[src/rtl/addsub_acc5.sv]
// addsub_acc5: registered 5-bit accumulator wrapped around an external
// combinational 5-bit add/sub stage. Commands (ADD/SUB/LOAD/CLEAR) arrive on
// a valid/ready port, execute for one cycle against the stage, and the result
// is held on a valid/ready result port until consumed.
//
// Optional feature macro: ADDSUB_ACC_SAT_EN
//   defined   -> ADD/SUB results that overflow saturate to 01111 / 10000
//   undefined -> ADD/SUB results wrap (stage sum taken as-is)
//
// Ports:
//   clk, rst                  clock, asynchronous active-high reset
//   in_valid/in_ready         command handshake
//   in_op[1:0], in_data[4:0]  command: 00 ADD, 01 SUB, 10 LOAD, 11 CLEAR
//   as_sub, as_a, as_b        operands/select driven to the add/sub stage
//   as_z, as_co, as_oflow     sum, carry-out, overflow from the add/sub stage
//   acc, acc_co, acc_ovf      accumulator, last carry, sticky overflow
//   out_valid/out_ready       result handshake
//   op_cnt[CNT_W-1:0]         completed-operation counter (wraps)
module addsub_acc5 #(
  parameter int unsigned CNT_W = 8
) (
  input  logic             clk,
  input  logic             rst,
  input  logic             in_valid,
  output logic             in_ready,
  input  logic [1:0]       in_op,
  input  logic [4:0]       in_data,
  output logic             as_sub,
  output logic [4:0]       as_a,
  output logic [4:0]       as_b,
  input  logic [4:0]       as_z,
  input  logic             as_co,
  input  logic             as_oflow,
  output logic [4:0]       acc,
  output logic             acc_co,
  output logic             acc_ovf,
  output logic             out_valid,
  input  logic             out_ready,
  output logic [CNT_W-1:0] op_cnt
);

  localparam int unsigned DW = 5;

  localparam logic [1:0] OP_ADD   = 2'b00;
  localparam logic [1:0] OP_SUB   = 2'b01;
  localparam logic [1:0] OP_LOAD  = 2'b10;
  localparam logic [1:0] OP_CLEAR = 2'b11;

  typedef enum logic [1:0] {
    S_IDLE = 2'd0,
    S_EXEC = 2'd1,
    S_HOLD = 2'd2
  } state_t;

  state_t           r_state;
  state_t           w_state_nxt;

  logic [1:0]       r_op;
  logic [DW-1:0]    r_opnd;
  logic             r_in_ready;
  logic             r_out_valid;
  logic             r_as_sub;
  logic [DW-1:0]    r_acc;
  logic             r_acc_co;
  logic             r_acc_ovf;
  logic [CNT_W-1:0] r_op_cnt;

  logic             w_accept;
  logic [1:0]       w_op_nxt;
  logic [DW-1:0]    w_opnd_nxt;
  logic             w_in_ready_nxt;
  logic             w_out_valid_nxt;
  logic             w_as_sub_nxt;
  logic [DW-1:0]    w_sum_sel;
  logic [DW-1:0]    w_acc_nxt;
  logic             w_acc_co_nxt;
  logic             w_acc_ovf_nxt;
  logic [CNT_W-1:0] w_op_cnt_nxt;

  // in_ready is a flop that mirrors "state is IDLE", so it can gate accept.
  assign w_accept = in_valid & r_in_ready;

  // State register.
  always_ff @(posedge clk or posedge rst) begin
    if (rst) begin
      r_state <= S_IDLE;
    end else begin
      r_state <= w_state_nxt;
    end
  end

  // Next-state logic.
  always_comb begin
    w_state_nxt = r_state;
    unique case (r_state)
      S_IDLE:  if (w_accept) w_state_nxt = S_EXEC;
      S_EXEC:  w_state_nxt = S_HOLD;
      S_HOLD:  if (out_ready) w_state_nxt = S_IDLE;
      default: w_state_nxt = S_IDLE;
    endcase
  end

  // Output logic: next values for the registered handshake/stage outputs,
  // decoded from the next state so they are valid in the cycle they apply.
  always_comb begin
    w_op_nxt        = r_op;
    w_opnd_nxt      = r_opnd;
    if (w_accept) begin
      w_op_nxt   = in_op;
      w_opnd_nxt = in_data;
    end
    w_in_ready_nxt  = (w_state_nxt == S_IDLE);
    w_out_valid_nxt = (w_state_nxt == S_HOLD);
    w_as_sub_nxt    = (w_state_nxt == S_EXEC) && (w_op_nxt == OP_SUB);
  end

  // Stage result selection; saturation clamps toward the sign of operand a,
  // which is the only operand whose sign an overflow can be judged against here.
`ifdef ADDSUB_ACC_SAT_EN
  assign w_sum_sel = as_oflow ? (r_acc[DW-1] ? 5'b10000 : 5'b01111) : as_z;
`else
  assign w_sum_sel = as_z;
`endif

  // Accumulator datapath: only EXEC changes architectural state.
  always_comb begin
    w_acc_nxt     = r_acc;
    w_acc_co_nxt  = r_acc_co;
    w_acc_ovf_nxt = r_acc_ovf;
    w_op_cnt_nxt  = r_op_cnt;
    if (r_state == S_EXEC) begin
      w_op_cnt_nxt = r_op_cnt + CNT_W'(1);
      unique case (r_op)
        OP_ADD, OP_SUB: begin
          w_acc_nxt     = w_sum_sel;
          w_acc_co_nxt  = as_co;
          w_acc_ovf_nxt = r_acc_ovf | as_oflow;
        end
        OP_LOAD: begin
          w_acc_nxt    = r_opnd;
          w_acc_co_nxt = 1'b0;
        end
        OP_CLEAR: begin
          w_acc_nxt     = '0;
          w_acc_co_nxt  = 1'b0;
          w_acc_ovf_nxt = 1'b0;
        end
        default: begin
          w_acc_nxt = r_acc;
        end
      endcase
    end
  end

  // Output, command and datapath registers.
  always_ff @(posedge clk or posedge rst) begin
    if (rst) begin
      r_op        <= OP_ADD;
      r_opnd      <= '0;
      r_in_ready  <= 1'b1;
      r_out_valid <= 1'b0;
      r_as_sub    <= 1'b0;
      r_acc       <= '0;
      r_acc_co    <= 1'b0;
      r_acc_ovf   <= 1'b0;
      r_op_cnt    <= '0;
    end else begin
      r_op        <= w_op_nxt;
      r_opnd      <= w_opnd_nxt;
      r_in_ready  <= w_in_ready_nxt;
      r_out_valid <= w_out_valid_nxt;
      r_as_sub    <= w_as_sub_nxt;
      r_acc       <= w_acc_nxt;
      r_acc_co    <= w_acc_co_nxt;
      r_acc_ovf   <= w_acc_ovf_nxt;
      r_op_cnt    <= w_op_cnt_nxt;
    end
  end

  assign in_ready  = r_in_ready;
  assign out_valid = r_out_valid;
  assign as_sub    = r_as_sub;
  assign as_a      = r_acc;
  assign as_b      = r_opnd;
  assign acc       = r_acc;
  assign acc_co    = r_acc_co;
  assign acc_ovf   = r_acc_ovf;
  assign op_cnt    = r_op_cnt;

endmodule

[config.mk]
export PLATFORM = sky130hd
export DESIGN_NAME = addsub_acc5
export DESIGN_NICKNAME = d
export VERILOG_FILES = /design/src/rtl/addsub_acc5.sv
export SDC_FILE = /design/constraint.sdc
export NUM_CORES = 1
export LEC_CHECK = 0
export CORE_MARGIN = 3
export CORE_UTILIZATION = 45
export CTS_CLUSTER_SIZE = 30
export DETAILED_ROUTE_END_ITERATION = 8
export PLACE_DENSITY = 0.83
export REMOVE_ABC_BUFFERS = 1
export SLEW_MARGIN = 20
export SYNTH_ARGS = -nofsm -noshare
export SYNTH_HDL_FRONTEND = slang
export SYNTH_SLANG_ARGS = --single-unit
[constraint.sdc]
create_clock -name clk -period 1.7 [get_ports clk]
set_clock_uncertainty 0.05 [all_clocks]
set_input_delay 0.34 -clock clk [delete_from_list [all_inputs] [get_ports clk]]
set_output_delay 0.34 -clock clk [all_outputs]
set_load 0.02 [all_outputs]
==> run_results.csv <==
group,metric,value,unit
run_status,status,"complete, no violations",
critical_path,slowest_delay,0.59,ns
clock_network,root_buffer,"clkbuf_4",
critical_path,path_max_fanout,1,
timing,relSlewSlack,0.7592,
clock_network,cts_inserted_buffers,3,
power,swShare,0.4186,
clock_network,cts_sinks,27,
global_routing,grt_pass1_wl,3836,µm
power,p_clk_frac,0.101,
critical_path,critPathKind,"flip-flop to primary output",
synth,syn_area,0.001135,mm²
cells_and_area,fin_util,0.6825,
timing,grt_setup_unrepaired,"no",
floorplan,core-area,0.002297,mm²
critical_path,crit_required,1.31,ns
clock_network,cts_resized,25,
clock_network,postCtsHoldBufs,0,
synth,synth_cell_type_count,24,
cells_and_area,n_antenna_cell,0,
synth,syn_inst,94,
timing,hold_violations,0,
clock_network,clock_latency,0.31,ns
floorplan,rows,17,
timing,tightest_slew,0.3612,ns
routing,avgRoutedWirePerCell,13.97,µm
critical_path,critPathCaptureType,"primary output",
timing,finalCritPeriodShare,0.9657,
placement,numPortBuffers,45,
global_routing,grt_max_degree,28,
timing,slew_violations,0,
global_routing,grt_pass1_vias,856,
global_routing,antenna_found_initial,0,
placement,place_congestion,0.7085,
worst_hold_path,hold_class,"primary input to async pin",
job,maxCapViolCount,0,
global_routing,track_usage,0.1522,
synth,ys_ff_latch,27,
synth,ys_seq_area_frac,0.5965,
power,switchingPower,0.001100,W
critical_path,slowest_stage,"clkdlybuf4s50_1",
critical_path,path_cells,"clkdlybuf4s50_1",
power,powerDensity,1676,mW/mm²
power,internal-power,0.001528,W
clock_network,htreeDepth,1,
critical_path,crit_buf_inv,1,
clock_network,cts_buffer_depth,2,
timing,fmax,0.6091,GHz
cells_and_area,drive_above_1_share,0.1022,
floorplan,io_pins,46,
clock_network,post_cts_buffers,0,
cells_and_area,final_nets,157,
power,leakagePower,0.7603,nW
timing,setup_viol,0,
floorplan,initial_core_util,0.4940,
routing,wirelength,2305,µm
routing,drtAntennaViolNets,0,
power,finalPower,0.002627,W
timing,fin_crit,1.642,ns
routing,first_iter_violations,12,
clock_network,path_clk_slew,0.14,ns
critical_path,crit_arrival,1.25,ns
synth,synth_area_per_cell,12.07,µm²
floorplan,die_y,56.22,µm
placement,dp_hpwl,1804,µm
global_routing,grt_remaining_overflow,0,
power,power.share.sequential,0.425,
floorplan,fp.dieW,56.22,µm
routing,vias,829,
routing,drc,0,
timing,finalSetupTns,0,ns
cells_and_area,area_delta_synth_final,38.15,%
floorplan,die_area,0.003161,mm²
power,ir_drop,1196,µV
critical_path,crit_family,"buffers and inverters",
routing,viasPerCell,5.024,
routing,firstDrtPassIters,4,
clock_network,cts_tree,"yes",
synth,yosys_warnings,0,
power,comb_power_share,0.473,
cells_and_area,nFillCells,210,
critical_path,cp-start-kind,"flip-flop",
-- cell usage in the layout, fill, tap and decap left out --
| cell type | instances |
|---|---|
| nand3_1 | 1 |
| nor2b_4 | 1 |
| clkbuf_1 | 1 |
| and3b_1 | 1 |
| nand2_1 | 9 |
| dlymetal6s2s_1 | 2 |
| buf_4 | 1 |
| nor2b_1 | 1 |
| o2bb2ai_1 | 1 |
| nand2_2 | 1 |
| nor2_1 | 11 |
| nand4_1 | 3 |
| ha_1 | 1 |
| dfstp_2 | 1 |
| nor3_1 | 1 |
| inv_1 | 2 |
| a21oi_1 | 1 |
| clkdlybuf4s50_1 | 18 |
| dfrtp_1 | 26 |
| and3_1 | 3 |
| mux2_2 | 7 |
| clkbuf_4 | 3 |
| o21ai_1 | 1 |
| dlygate4sd2_1 | 25 |
| a221oi_1 | 5 |
| nand2b_1 | 2 |
| xnor2_1 | 7 |
| o21ai_0 | 1 |
-- flip-flops by register name, summed over array words and instances, names as in the netlist --
| register | cells |
|---|---|
| op_cnt | 8 |
| acc | 5 |
| acc_co | 1 |
| in_ready | 1 |
| r_op | 2 |
| out_valid | 1 |
| acc_ovf | 1 |
| as_sub | 1 |
| as_b | 5 |
| r_state | 2 |
-- cells in the mapped netlist --
master	n	share of area
a21oi_1	1	0.0044
a221oi_1	5	0.039
and3_1	3	0.017
and3b_1	1	0.0077
buf_4	5	0.033
buf_6	2	0.020
dfrtp_1	26	0.57
dfstp_2	1	0.023
ha_1	1	0.011
inv_1	2	0.0066
mux2_2	7	0.069
nand2_1	9	0.030
nand2_2	1	0.0055
nand2b_1	2	0.011
nand3_1	1	0.0044
nand4_1	3	0.017
nor2_1	11	0.036
nor2b_1	1	0.0055
nor2b_4	1	0.012
nor3_1	1	0.0044
o21ai_0	1	0.0044
o21ai_1	1	0.0044
o2bb2ai_1	1	0.0077
xnor2_1	7	0.054
-- layout make-up --
cell class                 count  area [µm²]  area share
sequential                    27       676.9      0.4318
tap                           28       35.03     0.02235
timing repair buffer          46       431.7      0.2753
inverter                       2       7.507    0.004789
clock buffer                   4       26.28     0.01676
multi-input combinational     58       390.4      0.2490
-- worst paths after layout --
path                                   to  cells past startpoint  slack [ns]        from
min in group clk                op_cnt[7]                      1        0.43   op_cnt[7]
worst min register to register  op_cnt[7]                      1        0.43   op_cnt[7]
worst min-delay path            op_cnt[7]                      3        0.32         rst
worst max-delay path            out_valid                      1        0.06   out_valid
worst max register to register     acc[1]                      3        0.36  r_state[1]
max in group asynchronous        in_ready                      3        0.98         rst
-- worst min-delay path, cell delays in order --
cell and delay [ns]:
clkdlybuf4s50_1 0.40, inv_1 0.05, buf_4 0.31
-- stage by stage --
| step | std cells | hold WS, ns | instance area (µm²) | worst slack [ns] |
|---|---|---|---|---|
| final | 165 | 0.3220 | 1568 | 0.05825 |
| after global routing | 165 | 0.3411 | 1568 | 0.01011 |
| after CTS | 165 | 0.3265 | 1563 | 0.002644 |
| after detailed placement | 161 | 0.4176 | 1568 | 0.1418 |
| after global placement | 161 | 0.4120 | 1568 | 0.1966 |
| after floorplan | 87 | 0.3420 | 1075 | 0.4408 |
-- power groups by stage --
stage	logic, W	clock network [W]	registers (W)
6_report	0.00124	0.000266	0.00112
5_1_grt	0.00135	0.000298	0.00116
4_1_cts	0.00126	0.000278	0.00112
3_5_place_dp	0.00144	0	0.00114
3_3_place_gp	0.00141	0	0.00113
2_1_floorplan	0.000421	0	0.00144
-- per-layer routing --
| metal | track usage | routed length [µm] | vias to the layer above |
|---|---|---|---|
| li1 | - | - | 401 |
| met5 | 0 | 0 | - |
| met2 | 0.2688 | 1174 | 28 |
| met4 | 0.04068 | 0 | 0 |
| met1 | 0.1893 | 1005 | 400 |
| met3 | 0.02784 | 126 | 0 |
-- kinds of logic after synthesis --
family / Yosys count / share of synthesized area
muxes: 7 / 0.06946
AOI/OAI and AO/OA: 9 / 0.05952
DFF: 27 / 0.5965
xor gates and xnor gates: 7 / 0.05403
adders and majority gates: 1 / 0.01102
and+or+nand+nor: 34 / 0.1499
buffers and inverters: 9 / 0.05954
(Power assumes the default switching activity.)
